[src/rtl/alu_operand_stage.sv]
// alu_operand_stage
//   ALU operand selector plus ID/EX pipeline register for the pipelined MIPS
//   core. Operand A comes from rs data or a forwarded value. Operand B comes
//   from rt data, a forwarded value or the extended immediate. Both operands
//   and the forwarded rt value (store datum) are registered into EX. The block
//   supports stall, flush and a valid bit. It also counts consecutive stall
//   cycles, saturating at 255.
//
//   Optional feature: ALU_OPND_FWD_EN. When it is defined, fwd_sel_a and
//   fwd_sel_b pick forwarding slots. When it is undefined, the selects and
//   fwd_data are ignored and the operands come only from read1, read2 and
//   ext_imm.
//
// Parameters
//   WIDTH        datapath width
//   NFWD         number of forwarding slots (1..3)
// Ports
//   clk, reset   rising-edge clock, async active-high reset
//   in_valid     ID holds a real instruction
//   stall        hold EX register contents
//   flush        insert a bubble into EX (wins over stall)
//   alu_src      0: B from rt path, 1: B = ext_imm
//   fwd_sel_a/b  0: register value, k: forwarding slot k-1
//   read1/read2  rs / rt register data
//   ext_imm      extended immediate
//   fwd_data     forwarding slots, slot k at [k*WIDTH +: WIDTH]
//   src_a/src_b  registered ALU operands
//   rt_fwd       registered rt value (store data), independent of alu_src
//   out_valid    EX holds a real instruction
//   stall_cycles consecutive stall edges, saturating at 255

module alu_operand_stage #(
  parameter int WIDTH = 32,
  parameter int NFWD  = 2
) (
  input  logic                  clk,
  input  logic                  reset,
  input  logic                  in_valid,
  input  logic                  stall,
  input  logic                  flush,
  input  logic                  alu_src,
  input  logic [1:0]            fwd_sel_a,
  input  logic [1:0]            fwd_sel_b,
  input  logic [WIDTH-1:0]      read1,
  input  logic [WIDTH-1:0]      read2,
  input  logic [WIDTH-1:0]      ext_imm,
  input  logic [NFWD*WIDTH-1:0] fwd_data,
  output logic [WIDTH-1:0]      src_a,
  output logic [WIDTH-1:0]      src_b,
  output logic [WIDTH-1:0]      rt_fwd,
  output logic                  out_valid,
  output logic [7:0]            stall_cycles
);

  localparam int STAGES = 1;

  logic [WIDTH-1:0] a_next, rt_next, b_next;
  logic [STAGES:0]  vld_pipe;

`ifdef ALU_OPND_FWD_EN
  // A selector that names no existing slot (e.g. 3 with NFWD=2) falls back
  // to the register value, so the mux output is never undefined.
  function automatic logic [WIDTH-1:0] pick(
    input logic [1:0]            sel,
    input logic [WIDTH-1:0]      reg_val,
    input logic [NFWD*WIDTH-1:0] fwd
  );
    logic [WIDTH-1:0] r;
    r = reg_val;
    for (int k = 0; k < NFWD; k++)
      if (sel == 2'(k + 1)) r = fwd[k*WIDTH +: WIDTH];
    return r;
  endfunction

  assign a_next  = pick(fwd_sel_a, read1, fwd_data);
  assign rt_next = pick(fwd_sel_b, read2, fwd_data);
`else
  // Forwarding is compiled out. The selects and slots are kept on the port
  // list so that the same top level fits both builds.
  logic unused_fwd;
  assign unused_fwd = ^{fwd_sel_a, fwd_sel_b, fwd_data};
  assign a_next  = read1;
  assign rt_next = read2;
`endif

  assign b_next = alu_src ? ext_imm : rt_next;

  // vld_pipe[0] is the ID-side valid. vld_pipe[STAGES] is the EX-side valid.
  assign vld_pipe[0] = in_valid;
  assign out_valid   = vld_pipe[STAGES];

  always_ff @(posedge clk or posedge reset) begin
    if (reset) begin
      src_a              <= '0;
      src_b              <= '0;
      rt_fwd             <= '0;
      vld_pipe[STAGES:1] <= '0;
    end else if (flush) begin
      src_a              <= '0;
      src_b              <= '0;
      rt_fwd             <= '0;
      vld_pipe[STAGES:1] <= '0;
    end else if (!stall) begin
      // A bubble loads zero data, so that EX never carries stale operands.
      src_a              <= in_valid ? a_next  : '0;
      src_b              <= in_valid ? b_next  : '0;
      rt_fwd             <= in_valid ? rt_next : '0;
      vld_pipe[STAGES:1] <= vld_pipe[STAGES-1:0];
    end
  end

  // Counts the edges of the current stall run. A flush ends the run even if
  // stall stays high.
  always_ff @(posedge clk or posedge reset) begin
    if (reset)
      stall_cycles <= '0;
    else if (stall && !flush)
      stall_cycles <= (stall_cycles == 8'hFF) ? 8'hFF : stall_cycles + 8'd1;
    else
      stall_cycles <= '0;
  end

endmodule

[config.mk]
export PLATFORM = sky130hd
export DESIGN_NAME = alu_operand_stage
export DESIGN_NICKNAME = d
export VERILOG_FILES = /design/src/rtl/alu_operand_stage.sv
export SDC_FILE = /design/constraint.sdc
export NUM_CORES = 1
export LEC_CHECK = 0
export CAP_MARGIN = 20
export CORE_MARGIN = 2
export CORE_UTILIZATION = 30
export CTS_BUF_LIST = sky130_fd_sc_hd__clkbuf_4
export DETAILED_ROUTE_END_ITERATION = 6
export GPL_ROUTABILITY_DRIVEN = 0
export MAX_ROUTING_LAYER = met4
export PLACE_DENSITY = 0.76
export SYNTH_ARGS = -nofsm -noshare
export SYNTH_HDL_FRONTEND = slang
export SYNTH_SLANG_ARGS = --single-unit
[constraint.sdc]
create_clock -name clk -period 3.2 [get_ports clk]
set_input_delay 0.64 -clock clk [delete_from_list [all_inputs] [get_ports clk]]
set_output_delay 0.64 -clock clk [all_outputs]
set_load 0.01 [all_outputs]
# Yosys cells after proc, flatten, opt, wreduce, memory -nomap -nowiden
# Index checks and enable logic that the tools add are counted.
# W data, S select, Z words.
totals:
  register_bits: 105
op_classes:
  eq_ne: 2
  add_sub_neg: 1
  reduce_logical: 2
  muxes: 14
op_table:
  columns: ["op", "count"]
  rows:
  - ["$mux W32", 10]
  - ["$mux W8", 2]
  - ["$add A8 B1 Y8 const B", 1]
  - ["$eq A8 B8 Y1 const B", 1]
  - ["$mux W1", 2]
  - ["$ne A2 B1 Y1 const B", 1]
  - ["$logic_and A1 B1 Y1", 1]
  - ["$logic_not A1 Y1", 1]

# Depth between registers and ports, before layout
logic_depth:
  word_depth: 4
  depth_mapped: 6
  mapped_depth_nobuf: 4

# Worst setup path after synthesis
# No wires, ideal clock.
synth_timing:
  path_kind: "input-to-reg"
  from: "in stall"
  to: "reg rt_fwd[0]"
  t_arrival_ps: 1294
  cell_stages: 5
  setup_slack_ps: 1785
  t_required_ps: 3079
  setup_time_ps: 121
  n_path_buf: 2
  cell_sequence: "nor2_1 -> and2_1 -> buf_6 -> buf_6 -> a22o_1"
synth_via:
  elab_chain_len: 1
synth_lines:
  columns: ["element", "line_no", "rtl"]
  rows:
  - ["start, declared", "39", "input logic stall,"]
  - ["$ne A2 B1 Y1 (no line)", null, null]
  - ["end signal, assigned", "107", "rt_fwd <= in_valid ? rt_next : '0;"]
  - ["end, declared", "50", "output logic [WIDTH-1:0] rt_fwd,"]
# No other way between the ends.
# A chain may end at the register's enable or synchronous reset.

# Worst setup path in the final report
layout_timing:
  from: "reg stall_cycles[7]"
  to: "out stall_cycles[7]"
layout_lines:
  columns: ["element", "line_no", "rtl"]
  rows:
  - ["start, declared", "52", "output logic [7:0] stall_cycles"]
  - ["start signal, assigned", "118", "stall_cycles <= (stall_cycles == 8'hFF) ? 8'hFF : stall_cycles + 8'd1;"]
# No word-level cell between the ends.

==> flow_metrics.tcl <==
set metrics [dict create \
    layout.nets 696 \
    antenna_cells 0 \
    final_layout_size_suffix_gt1_frac 0.04528 \
    max_stage_delay_ps 590 \
    holdCritStartpoint "src_b[29]" \
    cts_resized 0 \
    maximum_fanout_encountered_on_the_critical_timing_path 7 \
    min-delay-path-class "flop to flop" \
    boundaryPins 275 \
    drt_first_pass_iters 4 \
    cts_made_buffers 9 \
    tns_ps 0 \
    worstSetupPathType "flop to primary output" \
    std_cell_rows 43 \
    route.final.wire_length_mm 11.85 \
    ctsRootBufferMaster "clkbuf_4" \
    avgRoutedWirePerCell_um 16.68 \
    finalMaxSlewViolations 0 \
    cp-startpoint "stall_cycles[7]" \
    via_count_of_the_first_global_routing_pass 3604 \
    timing.final.crit_share 0.6828 \
    final.setup_skew_ps 3.850 \
    gr-total-overflow 0 \
    crit-reg2reg-launch "stall_cycles[0]" \
    internal_power_mw 1.864 \
    cts_hold_buffers 0 \
    layout_commonest_cell "clkdlybuf4s50_1" \
    remaining_drc_errors 0 \
    grt_first_pass_wirelength_mm 18.32 \
    mostFrequentLayoutCells "clkdlybuf4s50_1, dfrtp_1, a22o_1" \
    syn_area_um2 4184 \
    switching_share 0.2495 \
    proportion_of_power_drawn_by_the_clock_network 0.268 \
    synth_cells 327 \
    dr_total_vias 3481 \
    placement.io_buffers 206 \
    die_width_um 122.1 \
    powerDensity_nw_per_um2 383.1 \
    power_after_layout_mw 2.484 \
    critical-path-slowest-cell "clkdlybuf4s50_1" \
    maxClockFrequency_mhz 457.7 \
    post_synth_num_cell_types 28 \
    run_status "finished, final reports clean" \
    post_route_utilization 0.4708 \
    timing_worst_slew_pin_value_ps 1029 \
    cp-start-kind "flop" \
    cts_max_path_buffers 2 \
    cts_setup_buffers 0 \
    die_area_um2 14910 \
    num-fill-cells 1299 \
    cellLeakagePower_nw 2.829 \
    grt_use_total 0.1619 \
    antenna_found_initial 0 \
    share_comb_of_total_power 0.167 \
    drt_iter0_markers 198 \
    timing.critical_path.max_delay_family "buffers and inverters" \
    seq_power_share 0.565 \
    max-slew-margin-rel 0.3142 \
    maximum_number_of_pins_on_one_net_before_global_route_repair 99 \
    crit_chain "clkdlybuf4s50_1" \
    clk_pin_slew_ps 150 \
    clock_insertion_delay_worst_skew_ps 450 \
    number_of_max_cap_violations 0 \
    cts.sinks 105 \
    number_of_buffer_and_inverter_instances_along_the_worst_setup_path 1 \
    ys_seq_area_frac 0.6280 \
    ant_nets 0 \
    postSynthNetCount 498 \
    register_area_um2 2628 \
    finalHoldViolations 0 \
    power_switching_uw 619.8 \
    critical_path.endpoint_type "primary output" \
    syn_avg_cell_area_um2 12.80 \
    synthesis_stage_register_bit_count 105 \
    unrepaired_setup_endpoints_after_global_routing "false" \
    required_ps 2560 \
    placeable_core_region_um2 13770 \
    clock_tree_from_tritoncts "built" \
    dp_hpwl_mm 8.178 \
    worst_ir_drop_vdd_v 0.0001520 \
    multi_input_area_um2 1370 \
    routed_via_density 4.903 \
    initial_core_util 0.3038 \
    finalCriticalPeriod_ps 2185 \
    deepest_level_of_the_cts_h_tree 3 \
    layout-area-overhead-vs-synth_pct 54.99 \
    yosysWarnings 0 \
    timing.critical_path.arrival_ps 1540 \
    die_height_um 122.1 \
    timing.final.setup_violations 0 \
]
## cells by family (layout without fill, tap and decap cells)
| group | after synthesis | after routing | share of synthesized area |
|---|---|---|---|
| compound gates | 108 | 108 | 0.1896 |
| flops | 105 | 105 | 0.6280 |
| simple gates | 52 | 52 | 0.05413 |
| mux | 32 | 32 | 0.07656 |
| buf+inv | 28 | 231 | 0.04665 |
| fa+ha+maj | 1 | 1 | 0.002990 |
| xor+xnor | 1 | 1 | 0.002094 |
## path summary, 6_finish.rpt
kind	to	slack, ps	cells after the start
worst max-delay path	stall_cycles[7]	1020	1
worst min-delay path	src_b[29]	500	2
worst max register to register	stall_cycles[7]	1830	4
worst min register to register	src_b[29]	500	2
max in group asynchronous	src_b[4]	1990	3
min in group asynchronous	stall_cycles[0]	720	3
## metal layers
metal / global-route usage / vias to the layer above / routed length, µm
met4: 0.06178 / 0 / 213
met2: 0.2524 / 147 / 5640
met3: 0.03371 / 16 / 789
met1: 0.2078 / 1731 / 5200
met5: - / - / 0
li1: - / 1587 / -
## power by group through the flow
stage	clock, mW	sequential, mW	combinational, mW
after floorplan	0	1.45	0.134
after global placement	0	1.43	0.411
after detailed placement	0	1.43	0.420
after CTS	0.711	1.40	0.422
after global routing	0.760	1.41	0.448
final	0.666	1.40	0.415
## cell type report
class                           count  area share
Sequential cell                   105      0.4052
Timing Repair Buffer              212      0.3261
Inverter                            3    0.002315
Clock buffer                       10     0.01158
Multi-Input combinational cell    194      0.2113
Tap cell                          180     0.03473
Clock inverter                      6    0.008875
## cell usage after synthesis, drive strengths merged
cell    instances  area share
a211oi          2      0.0036
o21a            1      0.0018
clkbuf          4      0.0045
xor2            1      0.0021
a31oi           1      0.0015
and4            1      0.0027
nand3           3      0.0036
nand2          37       0.033
nand2b          1      0.0015
o21ai          34       0.041
a22o           64        0.13
buf            21       0.039
and2            2      0.0030
nor3            2      0.0024
nor2            2      0.0018
or3             1      0.0015
a41oi           1      0.0021
mux2i          32       0.077
ha              1      0.0030
inv             3      0.0027
nor2b           1      0.0015
nor4            2      0.0030
dfrtp         105        0.63
a21oi           5      0.0060
## per-stage QoR
| stage | hold WS [ps] | setup WS [ps] | instances | area, µm² |
|---|---|---|---|---|
| CTS | 504.0 | 955.1 | 710 | 6485 |
| global route | 525.9 | 905.2 | 710 | 6485 |
| floorplan | 509.9 | 1300 | 327 | 4188 |
| global placement | 460.2 | 1097 | 694 | 6352 |
| finish | 496.5 | 1015 | 710 | 6485 |
| detailed placement | 469.4 | 1040 | 694 | 6352 |
## registers in the layout (all words and copies together), names as in the netlist
name,count
stall_cycles,8
out_valid,1
src_a,32
src_b,32
rt_fwd,32
## worst register-to-register path, delay by kind of cell, from the launching register on
family / cells / cell delay, ps
adder cells (fa/ha/maj): 1 / 250
AO/OA/AOI/OAI: 1 / 110
flip-flops: 1 / 470
AND/OR/NAND/NOR: 2 / 440
Power figures use the tool's default switching activity.
